--- config.mk ---
export PLATFORM = sky130hd
export DESIGN_NAME = spi_miso_rx_fifo
export DESIGN_NICKNAME = d
export VERILOG_FILES = /design/src/rtl/spi_miso_rx_fifo.sv
export SDC_FILE = /design/constraint.sdc
export NUM_CORES = 1
export LEC_CHECK = 0
export CELL_PAD_IN_SITES_DETAIL_PLACEMENT = 1
export CELL_PAD_IN_SITES_GLOBAL_PLACEMENT = 1
export CORE_MARGIN = 10
export CORE_UTILIZATION = 44
export CTS_CLUSTER_DIAMETER = 100
export DETAILED_ROUTE_END_ITERATION = 12
export PLACE_DENSITY = 0.72
export SYNTH_ARGS = -nofsm -noshare
export SYNTH_HDL_FRONTEND = slang
export SYNTH_SLANG_ARGS = --single-unit
--- constraint.sdc ---
create_clock -name spi_clk -period 5.94 [get_ports spi_clk]
set_clock_uncertainty 0.2 [all_clocks]
set_input_delay 1.188 -clock spi_clk [delete_from_list [all_inputs] [get_ports spi_clk]]
set_output_delay 1.188 -clock spi_clk [all_outputs]
set_load 0.01 [all_outputs]
--- src/rtl/spi_miso_rx_fifo.sv ---
// SPI MISO receive path: deserialises framed serial data and buffers words in a FWFT FIFO.
// Optional even-parity frame bit is enabled with the SPI_MISO_PARITY_EN macro.
module spi_miso_rx_fifo #(
  parameter int DATA_W    = 8,
  parameter int DEPTH     = 4,
  parameter int MSB_FIRST = 1
) (
  input  logic                     spi_clk,
  input  logic                     n_reset,
  input  logic                     spi_cs,
  input  logic                     spi_miso_in,
  input  logic                     rd_en,
  input  logic                     clr_ovf,
  output logic [DATA_W-1:0]        rd_data,
  output logic                     rd_valid,
  output logic                     fifo_full,
  output logic [$clog2(DEPTH):0]   fifo_level,
  output logic                     overflow,
  output logic                     frame_err,
  output logic                     parity_err,
  output logic                     rx_state_dbg
);

  localparam int AW = $clog2(DEPTH);
  localparam int LW = AW + 1;
`ifdef SPI_MISO_PARITY_EN
  localparam int FRAME_LEN = DATA_W + 1;
`else
  localparam int FRAME_LEN = DATA_W;
`endif
  localparam int CW = $clog2(FRAME_LEN + 1);

  typedef enum logic {IDLE = 1'b0, SHIFT = 1'b1} state_t;

  state_t              state_q, state_d;
  logic [CW-1:0]       cnt_q, cnt_d;
  logic [DATA_W-1:0]   shift_q, shift_d, shifted;
  logic                frame_err_q, frame_err_d;
  logic                push;
  logic [DATA_W-1:0]   word;

  logic [DATA_W-1:0]   mem_q [DEPTH];
  logic [AW-1:0]       wr_ptr_q, rd_ptr_q;
  logic [LW-1:0]       level_q, level_d;
  logic                ovf_q, ovf_d;
  logic                pop, wr, full, drop;

  if (MSB_FIRST != 0) begin : g_msb
    assign shifted = {shift_q[DATA_W-2:0], spi_miso_in};
  end else begin : g_lsb
    assign shifted = {spi_miso_in, shift_q[DATA_W-1:1]};
  end

`ifdef SPI_MISO_PARITY_EN
  logic par_err_q, par_err_d;
`endif

  // Receiver: IDLE waits for chip select; SHIFT counts bits and emits completed words.
  always_comb begin
    state_d     = state_q;
    cnt_d       = cnt_q;
    shift_d     = shift_q;
    frame_err_d = 1'b0;
    push        = 1'b0;
    word        = '0;
`ifdef SPI_MISO_PARITY_EN
    par_err_d   = 1'b0;
`endif
    if (state_q == SHIFT && spi_cs) begin
      state_d     = IDLE;
      cnt_d       = '0;
      shift_d     = '0;
      frame_err_d = (cnt_q != '0);
    end else if (!spi_cs) begin
      state_d = SHIFT;
      if (cnt_q == CW'(FRAME_LEN - 1)) begin
        cnt_d   = '0;
        shift_d = '0;
`ifdef SPI_MISO_PARITY_EN
        // Last bit is the even-parity bit; it is checked, never stored.
        word = shift_q;
        if (^{shift_q, spi_miso_in}) par_err_d = 1'b1;
        else                         push      = 1'b1;
`else
        word = shifted;
        push = 1'b1;
`endif
      end else begin
        cnt_d   = cnt_q + CW'(1);
        shift_d = shifted;
      end
    end
  end

  always_ff @(posedge spi_clk or posedge n_reset) begin
    if (n_reset) begin
      state_q     <= IDLE;
      cnt_q       <= '0;
      shift_q     <= '0;
      frame_err_q <= 1'b0;
    end else begin
      state_q     <= state_d;
      cnt_q       <= cnt_d;
      shift_q     <= shift_d;
      frame_err_q <= frame_err_d;
    end
  end

`ifdef SPI_MISO_PARITY_EN
  always_ff @(posedge spi_clk or posedge n_reset) begin
    if (n_reset) par_err_q <= 1'b0;
    else         par_err_q <= par_err_d;
  end
  assign parity_err = par_err_q;
`else
  assign parity_err = 1'b0;
`endif

  // FIFO: a pop frees a slot in the same cycle, so a push into a full FIFO with a pop is kept.
  assign full = (level_q == LW'(DEPTH));
  assign pop  = rd_en && (level_q != '0);
  assign wr   = push && (!full || pop);
  assign drop = push && full && !pop;

  always_comb begin
    level_d = level_q + LW'(wr) - LW'(pop);
    ovf_d   = ovf_q;
    if (drop)         ovf_d = 1'b1;
    else if (clr_ovf) ovf_d = 1'b0;
  end

  always_ff @(posedge spi_clk or posedge n_reset) begin
    if (n_reset) begin
      for (int i = 0; i < DEPTH; i++) mem_q[i] <= '0;
      wr_ptr_q <= '0;
      rd_ptr_q <= '0;
      level_q  <= '0;
      ovf_q    <= 1'b0;
    end else begin
      if (wr) begin
        mem_q[wr_ptr_q] <= word;
        wr_ptr_q        <= wr_ptr_q + AW'(1);
      end
      if (pop) rd_ptr_q <= rd_ptr_q + AW'(1);
      level_q <= level_d;
      ovf_q   <= ovf_d;
    end
  end

  assign rd_valid     = (level_q != '0);
  assign rd_data      = rd_valid ? mem_q[rd_ptr_q] : '0;
  assign fifo_full    = full;
  assign fifo_level   = level_q;
  assign overflow     = ovf_q;
  assign frame_err    = frame_err_q;
  assign rx_state_dbg = (state_q == SHIFT);

endmodule

Word-level counts from Yosys, hierarchy flattened. Cells that the tools add are included.

Bitwise gates (word level): 2. Reductions and logical operators: 12. Magnitude comparators: 3. Multiplexer cells: 24. $add $sub $neg: 5. Equality and inequality tests: 3.

Operator list (number): 2-to-1 mux 8 bit (7); bitwise mux 32 bit (1); 2-to-1 mux 7 bit (3); binary-select mux 8 bit (select 2 bit) (1); demux 8 bit (select 2 bit) (1); 2-to-1 mux 4 bit (3); 2-to-1 mux 1 bit (8); greater-or-equal comparator 3 bit (second input constant) (2); logical AND 1 bit (6); inverter 2 -> 3 bit (2); adder 2 x 1 -> 2 bit (second input constant) (2); adder 4 x 1 -> 4 bit (second input constant) (1); equality test 4 x 3 -> 1 bit (second input constant) (1); nonzero test 4 bit (1); adder 3 x 1 -> 3 bit (1); equality test 3 bit (second input constant) (1); < comparator 3 x 1 -> 1 bit (second input constant) (1); nonzero test 3 bit (1); subtractor 3 x 1 -> 3 bit (1); zero test 1 bit (2); inequality test 2 x 1 -> 1 bit (second input constant) (1); nonzero test 2 bit (1); logical OR 1 bit (1).

Flip-flop bits (word level): 53. Input port bits: 6. Output and inout bits: 17.

Longest topological paths before layout. Gate-level depths: netlist of the first run.

Depth in word-level cells: 7. Mapped depth: 10. Gate-level depth less buffers: 9.

Least setup slack after synthesis of the first run. No wires, ideal clock.

Path type: input port to flip-flop. Start: in rd_en. End: reg level_q[2], in the netlist fifo_level[2]. Arrival time: 2.896 ns. Stages: 9. Library setup time: 0.123 ns. Path slack: 2.722 ns. Cell sequence: or4b_1 > buf_6 > nand2_2 > ha_1 > inv_1 > ha_1 > fa_1 > xnor2_1 > xnor2_1.

Longest elaborated chain between the ends: 5.

Ends and longest elaborated chain: from (decl) (line 12) `input logic rd_en,`; logical AND 1 bit * (line 121) `assign pop = rd_en && (level_q != '0);`; logical OR 1 bit (line 122) `assign wr = push && (!full || pop);`; logical AND 1 bit (line 122); adder 3 x 1 -> 3 bit (line 126) `level_d = level_q + LW'(wr) - LW'(pop);`; subtractor 3 x 1 -> 3 bit * (line 126); net level_d[2] (line 44) `logic [LW-1:0] level_q, level_d;`; to (signal assigned) (line 145) `level_q <= level_d;`; to (decl) (line 44).

The timed path passes the listed nets; every way through them passes the cells marked *. A chain may end at the register's enable or synchronous reset.

Final worst setup path of the first run.
Start: reg rd_ptr_q[0]. End: out rd_data[2].

Longest elaborated chain between the ends: 5.

Ends and longest elaborated chain: from (decl) (line 43) `logic [AW-1:0] wr_ptr_q, rd_ptr_q;`; from (signal assigned) (line 144) `if (pop) rd_ptr_q <= rd_ptr_q + AW'(1);`; inverter 2 -> 3 bit (implied by the code) (line 151) `assign rd_data = rd_valid ? mem_q[rd_ptr_q] : '0;`; binary-select mux 8 bit (select 2 bit) (line 151); 2-to-1 mux 8 bit (implied by the code) (2 in a row) (line 151); 2-to-1 mux 8 bit (line 151); to (decl) (line 14) `output logic [DATA_W-1:0] rd_data,`.

Every way passes these cells. The select of a mux whose other input is x is not followed.

==> impl_metrics.tcl, run 1 <==
set metrics [dict create \
    coreArea_mm2 0.005608 \
    drive_gt1_share_pct 29.02 \
    cts_hold_repair.buffers 0 \
    track_usage_pct 11.36 \
    cp.arrival_ns 2.34 \
    grt_util_met1_pct 13.96 \
    yosysTopAreaCell "dfrtp_1" \
    numCtsBuffers 5 \
    ys.flop_type "dfrtp_1" \
    ir_drop_mv 0.1362 \
    row_count 27 \
    grt_pass1_vias 1585 \
    die_x_um 96.69 \
    post-dp-hpwl_um 3466 \
    hold_viol_final 0 \
    synthMuxAreaShare_pct 26.40 \
    syn_area_mm2 0.002587 \
    place.gp.congestion 0.7159 \
    seqCellArea_mm2 0.001326 \
    finalMaxSlewViolations 0 \
    finalSetupTns_ns 0 \
    cp-end-kind "output port" \
    max_cap_viol_count 0 \
    max_freq_mhz 268.4 \
    nets 207 \
    cts-resized-gates 0 \
    worstHoldPathCells 1 \
    via_count 1393 \
    synth.area.top_cells "dfrtp_1 51%, mux2_4 19%, mux4_2 7.0%, ha_1 3.9%, a22o_1 2.7%" \
    grt_first_pass_wirelength_um 8838 \
    dpl_cell_area_mm2 0.002845 \
    hp-class "reg2reg" \
    rsz0062_at_grt "no" \
    routed_wl_um 5155 \
    startpoint_type "flop" \
    htreeDepth 2 \
    powerDensity_mw_per_mm2 307.0 \
    drc 0 \
    cp_data_required_time_ns 4.55 \
    grt_use_met2_pct 18.87 \
    status "finished, final reports clean" \
    cts_buffer_depth 2 \
    grt_max_degree 54 \
    yosysSeqAreaShare_pct 51.26 \
    synthAdderAreaFrac_pct 4.642 \
    post_cts_buffers 0 \
    multi_input_area_mm2 0.001174 \
    synthArstFlopShare_pct 100.0 \
    yosysUniqueCellTypes 33 \
    synth_top_area_share_pct 51.26 \
    antenna_cells 0 \
    yosysMostFrequentCell "dfrtp_1" \
    final_cells 265 \
    synth_xor_area_share_pct 1.692 \
    place_ws_ns 2.040 \
    slew_headroom_pct 27.12 \
    synth_compound_area_share_pct 4.110 \
    cts_tree "yes" \
    detail_route.vias_per_cell 5.257 \
    clock-sinks 53 \
    setup_ws_ns 2.214 \
    syn_inst 171 \
    leakagePower_nw 1.428 \
    start_util_pct 46.14 \
    yosys_register_bits 53 \
    synth-edff-count 0 \
    yosys.area_share.simple_pct 8.366 \
    r2r_cells 8 \
    grt-ovfl-total 0 \
    wl_per_cell_um 19.45 \
    synth_common_cells "53 x dfrtp_1, 32 x mux2_4, 12 x inv_1" \
    fin_crit_sh_pct 62.73 \
    path_max_fanout 10 \
    path_clk_slew_ns 0.09 \
    insertion_delay_ns 0.31 \
    placedCellCount 257 \
    fin_crit_ns 3.726 \
    synth_nets 186 \
    avgSynthCellArea_um2 15.13 \
    use_met3_pct 3.123 \
    drtIter0Drc 63 \
    p_total_mw 0.9047 \
    antenna_found_initial 0 \
    critPathKind "reg2out" \
    area_growth_pct 13.88 \
    grt_busiest_layer "met2" \
    dr.pass1.iters 3 \
    setup_viol 0 \
    ant_nets 0 \
    yosys_warnings 0 \
    die_area_mm2 0.009348 \
    die_h_um 96.69 \
    tightest_slew_ns 1.092 \
    ioPinCount 23 \
    num-fill-cells 579 \
    cts-root-buf "clkbuf_8" \
    design_area_mm2 0.002947 \
    portBuffers 21 \
    synth_top_family_by_area "multiplexers" \
]
[sequential cells by signal (all words and copies together) (netlist names)]
signal,cells
mem_q,32
shift_q,7
cnt_q,4
fifo_level,3
rd_ptr_q,2
wr_ptr_q,2
frame_err,1
overflow,1
rx_state_dbg,1
[critical path, stage by stage (launching register included)]
cell	delay, ns
dfrtp_1	0.78
mux4_2	0.60
and2_1	0.17
clkdlybuf4s50_1	0.47
[worst paths after layout]
| check | start | endpoint | slack, ns |
|---|---|---|---|
| max in group asynchronous | n_reset | fifo_level[0] | 3.59 |
| setup / recovery | rd_ptr_q[0] | rd_data[2] | 2.21 |
| hold reg to reg | mem_q[17] | mem_q[17] | 0.32 |
| min in group asynchronous | n_reset | mem_q[0] | 1.27 |
| setup reg to reg | fifo_level[1] | fifo_level[2] | 3.18 |
| hold / removal | mem_q[17] | mem_q[17] | 0.32 |
[stage by stage]
| step | util (%) | hold WS, ns |
|---|---|---|
| finish | 52.54 | 0.3162 |
| global route | 52.54 | 0.3351 |
| CTS | 52.54 | 0.3194 |
| detailed placement | 50.74 | 0.2909 |
| global placement | 50.74 | 0.2886 |
| floorplan | - | 0.2759 |
[routing by layer]
layer  wire length, µm  vias up
met2              2599       19
met3               197        8
met4                67        0
met5                 0        -
li1                  -      643
met1              2291      723
[cells by family (layout without fill, tap and decap cells)]
logic type,Yosys count,after routing
flops,53,53
mux,42,42
other cells,1,1
xor+xnor,5,5
simple gates,28,28
buf+inv,19,41
fa+ha+maj,9,9
compound gates,14,14
[power by group]
| group | internal, mW | switching (mW) | total, mW |
|---|---|---|---|
| Combinational | 0.122 | 0.0881 | 0.210 |
| Sequential | 0.399 | 0.0703 | 0.470 |
| Clock | 0.106 | 0.119 | 0.225 |
[layout make-up]
class                   count  share of cell area, %
flip-flops and latches     53                  45.01
clock inverters             1                 0.1699
inverters                  12                  1.529
well taps                  72                  3.057
repair buffers             21                  7.134
multi-input cells          99                  39.83
clock buffers               7                  3.270
[layout by cell type, fill, tap and decap left out]
cell              n
dfrtp_1          53
mux2_4           32
clkdlybuf4s50_1  21
inv_1            11
and2_1            9
a22o_1            8
mux4_2            8
ha_1              8
clkbuf_8          7
nand3_4           4
xnor2_1           4
nand3_1           3
nand2_1           3
nor2_1            2
o21ai_0           2
nor2b_1           1
a31oi_1           1
a2111oi_0         1
nand3b_1          1
or4b_1            1
and4bb_2          1
nor3b_1           1
or3_1             1
nand2_2           1
a21oi_1           1
inv_2             1
mux2_2            1
xor2_1            1
o22ai_1           1
mux2_1            1
fa_1              1
conb_1            1
clkinv_2          1
Power figures use the tool's default switching activity.
==> run 2: changes to the inputs <==
Clock period 5.94 ns to 3.6 ns, I/O delays scaled along.
==> impl_metrics.tcl, run 2 (same netlist as run 1, synthesis figures left out) <==
set metrics [dict create \
    wl_per_cell_um 19.66 \
    via_count 1418 \
    drtIter0Drc 53 \
    cp_data_required_time_ns 2.68 \
    leakagePower_nw 1.436 \
    final_cells 268 \
    placedCellCount 261 \
    final_cell_mix "53 x dfrtp_1, 32 x mux2_4, 21 x clkdlybuf4s50_1" \
    place.gp.congestion 0.7502 \
    slew_headroom_pct 44.78 \
    cp.arrival_ns 2.26 \
    post-dp-hpwl_um 3802 \
    antenna_cells 0 \
    numCtsBuffers 5 \
    max_freq_mhz 314.6 \
    whs_ns 0.3178 \
    cts_hold_repair.buffers 0 \
    startpoint_type "flop" \
    htreeDepth 2 \
    largest_reg_flops 32 \
    path_max_fanout 6 \
    cts_tree "yes" \
    routed_wl_um 5269 \
    finalSetupTns_ns 0 \
    status "finished, final reports clean" \
    hp-class "reg2reg" \
    finalMaxSlewViolations 0 \
    cts-resized-gates 0 \
    largest-register "mem_q" \
    portBuffers 21 \
    cts-root-buf "clkbuf_8" \
    post_cts_buffers 0 \
    powerDensity_mw_per_mm2 502.0 \
    grt_pass1_vias 1641 \
    mostFrequentLayoutCell "dfrtp_1" \
    coreArea_mm2 0.005608 \
    path_clk_slew_ns 0.09 \
    antenna_found_initial 0 \
    finalCoreUtilization_pct 52.88 \
    area_growth_pct 14.60 \
    die_h_um 96.69 \
    cp-end-kind "output port" \
    ant_nets 0 \
    drive_gt1_share_pct 30.10 \
    track_usage_pct 11.69 \
    top_regs "mem_q x32, shift_q x7, cnt_q x4" \
    die_x_um 96.69 \
    fin_crit_ns 3.179 \
    row_count 27 \
    insertion_delay_ns 0.30 \
    drc 0 \
    num-fill-cells 559 \
    nets 211 \
    fin_crit_sh_pct 88.29 \
    grt_first_pass_wirelength_um 9011 \
    die_area_mm2 0.009348 \
    ioPinCount 23 \
    grt-ovfl-total 0 \
    p_total_mw 1.489 \
    rsz0062_at_grt "no" \
    cts_buffer_depth 2 \
    clock-sinks 53 \
    max_cap_viol_count 0 \
    critPathKind "reg2out" \
    tightest_slew_ns 0.8266 \
    hold_viol_final 0 \
    grt_max_degree 30 \
    setup_viol 0 \
    start_util_pct 46.14 \
    dr.pass1.iters 4 \
    ir_drop_mv 0.2601 \
    detail_route.vias_per_cell 5.291 \
]
run 2: changes by cell type in the layout (fill, tap and decap cells not counted):
cell / before / now
buf_4: 0 / 4
clkbuf_8: 7 / 6
clkinv_2: 1 / 0
clkinvlp_4: 0 / 1
run 2: final cells by class:
type | count | area, µm² | share of cell area (%)
Clock buffer | 6 | 82.58 | 2.785
Clock inverter | 1 | 7.507 | 0.2532
Inverter | 12 | 45.04 | 1.519
Multi-Input combinational cell | 99 | 1174 | 39.58
Sequential cell | 53 | 1326 | 44.73
Tap cell | 72 | 90.09 | 3.038
Timing Repair Buffer | 25 | 240.2 | 8.101
run 2: critical path, stage by stage (launching register included):
cell             delay, ns
dfrtp_1               0.53
buf_4                 0.25
mux4_2                0.53
and2_1                0.17
clkdlybuf4s50_1       0.47
run 2: metrics by stage:
step	area (µm²)	setup slack, ns
finish	2965	0.4214
global route	2965	0.2881
CTS	2965	0.3595
detailed placement	2875	0.3085
global placement	2875	0.4585
floorplan	2587	0.8496
run 2: worst paths after layout:
| kind | from | to | slack, ns | cells past startpoint |
|---|---|---|---|---|
| worst max-delay path | rd_ptr_q[0] | rd_data[2] | 0.42 | 4 |
| worst min-delay path | mem_q[6] | mem_q[6] | 0.32 | 1 |
| worst max register to register | fifo_level[1] | fifo_level[2] | 0.75 | 8 |
| worst min register to register | mem_q[6] | mem_q[6] | 0.32 | 1 |
| max in group asynchronous | n_reset | shift_q[1] | 1.85 | 3 |
| min in group asynchronous | n_reset | mem_q[16] | 0.58 | 2 |
run 2: per-layer routing:
layer,part of all wire [%],up-vias,GRT usage [%],routed length [µm]
met4,1.2,0,3.720,62
met2,52,19,20.19,2758
li1,-,647,-,-
met5,0,-,0,0
met3,3.1,4,3.123,165
met1,43,748,13.66,2283
run 2: power by group:
group | leakage [nW] | switching [mW] | total (mW) | internal [mW]
clock network | 0.0433 | 0.187 | 0.339 | 0.152
registers | 0.717 | 0.0981 | 0.758 | 0.660
logic | 0.676 | 0.179 | 0.392 | 0.213
total | 1.44 | 0.464 | 1.49 | 1.03
